$ cat src/rtl/bus_protocol_target.sv
// bus_protocol_target: dValid/dAck bus target with a delayed single-cycle ack, a capture FIFO,
// a valid/ready output stream and sticky protocol-violation flags.
module bus_protocol_target #(
   parameter int ACK_DELAY  = 2,
   parameter int FIFO_DEPTH = 4
) (
   input  logic       clk,
   input  logic       reset,
   input  logic       dValid,
   input  logic [7:0] data,
   output logic       dAck,
   output logic [7:0] rx_data,
   output logic       rx_valid,
   input  logic       rx_ready,
   output logic       overflow,
   output logic       proto_err,
   output logic [7:0] drop_cnt,
   input  logic       err_clr
);
   localparam int AW = $clog2(FIFO_DEPTH);
   localparam logic [1:0] CNT0 = 2'(ACK_DELAY > 1 ? ACK_DELAY - 2 : 0);
   if (ACK_DELAY < 1 || ACK_DELAY > 3) begin : g_bad_delay
      $error("ACK_DELAY must be 1..3");
   end
   if (FIFO_DEPTH < 2 || (FIFO_DEPTH & (FIFO_DEPTH - 1)) != 0) begin : g_bad_depth
      $error("FIFO_DEPTH must be a power of two >= 2");
   end
   typedef enum logic [1:0] {IDLE, WAIT, ACK, DONE} state_t;
   state_t      state;
   logic        dv_q;
   logic [1:0]  cnt;
   logic [7:0]  shadow;
   logic [7:0]  last;
   logic [7:0]  mem [FIFO_DEPTH];
   logic [AW:0] wptr, rptr;
   logic        start, empty, full, pop, capture, push, drop, in_xfer, perr_set;
   assign start    = dValid && !dv_q;
   assign empty    = wptr == rptr;
   assign full     = (wptr[AW] != rptr[AW]) && (wptr[AW-1:0] == rptr[AW-1:0]);
   assign pop      = rx_valid && rx_ready;
   assign capture  = state == ACK && dValid;
   assign push     = capture && (!full || pop);
   assign drop     = capture && full && !pop;
   assign in_xfer  = state == WAIT || state == ACK;
   assign perr_set = (in_xfer && (data != shadow || !dValid)) || (state == DONE && dValid);
   assign rx_valid = !empty;
   assign rx_data  = empty ? last : mem[rptr[AW-1:0]];
   // dAck is raised one edge early so the registered pulse is seen at T+ACK_DELAY
   always_ff @(posedge clk or negedge reset) begin
      if (!reset) begin
         state  <= IDLE;
         dAck   <= 1'b0;
         dv_q   <= 1'b1;
         cnt    <= 2'd0;
         shadow <= 8'd0;
      end else begin
         dv_q <= dValid;
         case (state)
            IDLE: if (start) begin
               shadow <= data;
               cnt    <= CNT0;
               state  <= (ACK_DELAY == 1) ? ACK : WAIT;
               dAck   <= ACK_DELAY == 1;
            end
            WAIT: if (!dValid) state <= IDLE;
                  else if (cnt == 2'd0) begin
                     state <= ACK;
                     dAck  <= 1'b1;
                  end else cnt <= cnt - 2'd1;
            ACK: begin
               dAck  <= 1'b0;
               state <= dValid ? DONE : IDLE;
            end
            DONE: if (!dValid) state <= IDLE;
         endcase
      end
   end
   always_ff @(posedge clk) if (push) mem[wptr[AW-1:0]] <= data;
   always_ff @(posedge clk or negedge reset) begin
      if (!reset) begin
         wptr      <= '0;
         rptr      <= '0;
         last      <= 8'd0;
         overflow  <= 1'b0;
         proto_err <= 1'b0;
         drop_cnt  <= 8'd0;
      end else begin
         wptr      <= push ? wptr + 1'b1 : wptr;
         rptr      <= pop ? rptr + 1'b1 : rptr;
         last      <= pop ? mem[rptr[AW-1:0]] : last;
         overflow  <= err_clr ? 1'b0 : overflow | drop;
         proto_err <= err_clr ? 1'b0 : proto_err | perr_set;
         drop_cnt  <= err_clr ? 8'd0 : (drop && drop_cnt != 8'hFF) ? drop_cnt + 8'd1 : drop_cnt;
      end
   end
endmodule

$ cat config.mk
export PLATFORM = sky130hd
export DESIGN_NAME = bus_protocol_target
export DESIGN_NICKNAME = d
export VERILOG_FILES = /design/src/rtl/bus_protocol_target.sv
export SDC_FILE = /design/constraint.sdc
export NUM_CORES = 1
export LEC_CHECK = 0
export ABC_AREA = 1
export CORE_MARGIN = 1.5
export CORE_UTILIZATION = 57
export DETAILED_ROUTE_END_ITERATION = 16
export GPL_ROUTABILITY_DRIVEN = 0
export PLACE_DENSITY = 0.8
export REMOVE_ABC_BUFFERS = 1
export SLEW_MARGIN = 20
export SYNTH_ARGS = -nofsm -noshare
export SYNTH_HDL_FRONTEND = slang
export SYNTH_SLANG_ARGS = --single-unit
$ cat constraint.sdc
create_clock -name clk -period 2.5 [get_ports clk]
set_input_delay 0.5 -clock clk [delete_from_list [all_inputs] [get_ports clk]]
set_output_delay 0.5 -clock clk [all_outputs]
set_load 0.03 [all_outputs]
==> summary.txt <==
Logic synthesis
  • Top cell type's share of synthesized area: between 20 and 30%
  • Synth Area in Adders: around 4.3%
  • Post-Synth XOR/XNOR Area: 3.86%
  • Post-synthesis mux area share: 0.649%
  • Synth Area in Compound Gates: between 10% and 20%
  • Most area-consuming cells after synthesis: edfxtp_1 (28%), dfrtp_1 (27%), nand2_1 (7.5%)
  • Largest area contributor in the netlist: edfxtp_1
  • Ys flop type: dfrtp_1
  • Post-Syn Instances: 350
  • Top post-synthesis cells by count: nand2_1 (69), inv_1 (43), dfrtp_1 (37), nor2_1 (37), edfxtp_1 (32)
  • Post-synthesis simple-gate area fraction: ~17%
  • Post-synthesis sequential area ratio: a little under three fifths
  • Synth Register Bits: 70
  • Largest family of logic cells by synthesized area: simple AND/OR/NAND/NOR gates
  • Top-count cell post-synth: nand2_1
  • Fraction of registers with async set/reset: a little over half
  • Post-synthesis average cell area: between 9 and 10 um^2
  • Netlist cell types: 38
  • Synth warnings: 0
  • Synthesized cell area: about 3500 um^2
  • Post-synth EDFFs: 32

Placement
  • Dpl cell area: ~3900 um^2
  • Post-detail-place hpwl: 4450 um
  • Buffers on Ports: 32
  • Post-Place Worst Slack: approximately 0.19 ns

Floorplanning
  • Die footprint: ~6600 um^2
  • Io pins: 33
  • CORE AREA: just under 6000 um^2
  • Die extent in y: between 80 and 90 um
  • Initial Util: 59.0%
  • # rows: 28
  • Die width: 81.0 um

GRT
  • M1 GR Usage: roughly a quarter
  • First-pass GRT wire length: about 10000 um
  • Grt met3 use: 5.17%
  • Antenna violations before repair: 0
  • Largest net degree at the start of global routing: 39
  • Met2 Resource Use GR: 35.3%
  • Vias in the first global route: roughly 2300
  • Overflow after GRT: 0
  • GRT Util Overall: 20.9%
  • Grt peak-use layer: met2

Timing
  • Fin Clk Skew: around 0.0098 ns
  • Period utilisation layout: between 90% and 100%
  • Setup violators final: 0
  • RSZ-0062 raised after global routing: false
  • Relative slew margins: between 40 and 50%
  • Worst slew pin tran: 0.896 ns
  • Final hold violations: 0
  • Slew Viols, Final: 0
  • Final hold slack: about 0.29 ns
  • Post-route worst setup slack: 0.178 ns
  • Final min period: 2.32 ns
  • Sum Neg Setup Slack: 0 ns
  • Fmax: around 430 MHz

Clock network
  • Htree depth: 3
  • CTS Buf Count: 9
  • Longest Clk Path Bufs: 2
  • CTS sink count: 70
  • CTS Root Cell: clkbuf_8
  • Later-pin clock latency in the skew report: roughly 0.33 ns
  • Reg clk slew, reported paths: ~0.08 ns
  • CTS tree: done

Min path
  • Type of the most critical hold path: in2async

Power
  • Pwr dens: roughly 1200 nW/um^2
  • Worst vdd ir: 858 uV
  • P_leak: approximately 1.8 nW

Layout
  • Share of cells above drive strength 1: 15.3%
  • Area Overhead vs Synth: 17.3%
  • Final instance area: just over 4000 um^2
  • Ant diodes: 0
  • Nets@finish: between 400 and 500

Setup path
  • Req. time, crit path: 2.00 ns
  • CP Max Fanout: 10
  • Crit path launch: rptr[0]$_DFFE_PN0P_
  • Worst r2r src: state[0]$_DFFE_PN0P_
  • Crit Path Category: reg2out
  • Crit path DAT: approximately 1.8 ns
  • Critical Path Start Type: flop
  • Worst Setup End Kind: output pin

Drt
  • DRC viols: 0
  • Post-Route WL: between 6000 and 7000 um
  • Pre-Repair DR Iteration Count: 4
  • Vias post-DR: approximately 2400
  • Routed len/inst: roughly 13 um
  • ANT nets after route: 0
  • Initial DRC Count: approximately 100
  • Vias per inst: between 5 and 6

Flow run
  • Maxcap violations: 0

Run status
  • Status: complete, no violations
[metrics by stage]
step	std cells	power (mW)	utilization [%]
final	474	4.93	69.2
after global routing	474	5.29	69.2
after CTS	474	4.97	69.2
after detailed placement	458	4.00	65.6
after global placement	458	3.92	65.6
after floorplan	342	3.31	-
[metal layers]
layer / up-vias / share of wire, %
li1: 1236 / -
met1: 1152 / 46
met2: 51 / 49
met3: 9 / 3.7
met4: 0 / 1.6
met5: - / 0
[path summary, 6_finish.rpt]
| path | end | slack [ns] | cells after the start |
|---|---|---|---|
| hold reg to reg | last[0]$_DFFE_PN0P_ | 0.52 | 2 |
| min in group clk | last[0]$_DFFE_PN0P_ | 0.52 | 2 |
| hold / removal | last[2]$_DFFE_PN0P_ | 0.29 | 1 |
| setup reg to reg | mem[1][5]$_DFFE_PP_ | 0.77 | 7 |
| max in group asynchronous | rptr[0]$_DFFE_PN0P_ | 1.60 | 1 |
| setup / recovery | rx_data[7] | 0.18 | 7 |
[placed cells by master (no fill, tap or decap), types with 12 or more instances in the layout]
master            n
ha_1             12
edfxtp_1         32
dfrtp_1          35
buf_4            16
nor2_1           37
nand2_1          69
nand3_1          14
o21ai_0          31
clkdlybuf4s50_1  22
inv_1            43
[cell type report]
| cell class | instances | area, um^2 |
|---|---|---|
| clock buffers | 9 | 124 |
| clock inverters | 7 | 88.8 |
| fillers | 463 | 1810 |
| inverters | 46 | 180 |
| multi-input cells | 226 | 1310 |
| flip-flops and latches | 70 | 1920 |
| well taps | 75 | 93.8 |
| repair buffers | 41 | 363 |
[where the power goes]
part | leakage (nW) | switching, mW | total (mW) | internal [mW]
Sequential | 0.759 | 0.217 | 1.68 | 1.46
Clock | 0.103 | 0.411 | 0.965 | 0.554
Combinational | 0.934 | 1.40 | 2.29 | 0.887
Total | 1.80 | 2.03 | 4.93 | 2.90
[timing repair]
action | 4_1_cts | 5_1_grt
buffers inserted | 0 | 0
hold buffers | 0 | 0
setup endpoints to repair | 2 | 0
resized for setup | 4 | 0
[cells by family (layout without fill, tap and decap cells)]
kind of cell	Yosys count	after routing
and+or+nand+nor	135	135
DFF	70	70
AOI/OAI and AO/OA	66	66
buffers and inverters	54	103
adders and majority gates	12	12
xor gates and xnor gates	11	11
muxes	2	2
[worst max-delay path, cell delays in order, from the launching register on]
cell     delay, ns
dfrtp_2       0.51
inv_2         0.12
buf_4         0.18
o21ai_0       0.23
o22ai_1       0.14
nand2_1       0.07
o21ai_0       0.07
buf_4         0.17
[flip-flops by register name, indices dropped and copies added (netlist names)]
name       flops
rptr           3
overflow       1
cnt            2
state          2
shadow         8
dv_q           1
dAck           1
last           8
drop_cnt       8
mem           32
wptr           3
proto_err      1
(Power assumes the default switching activity.)
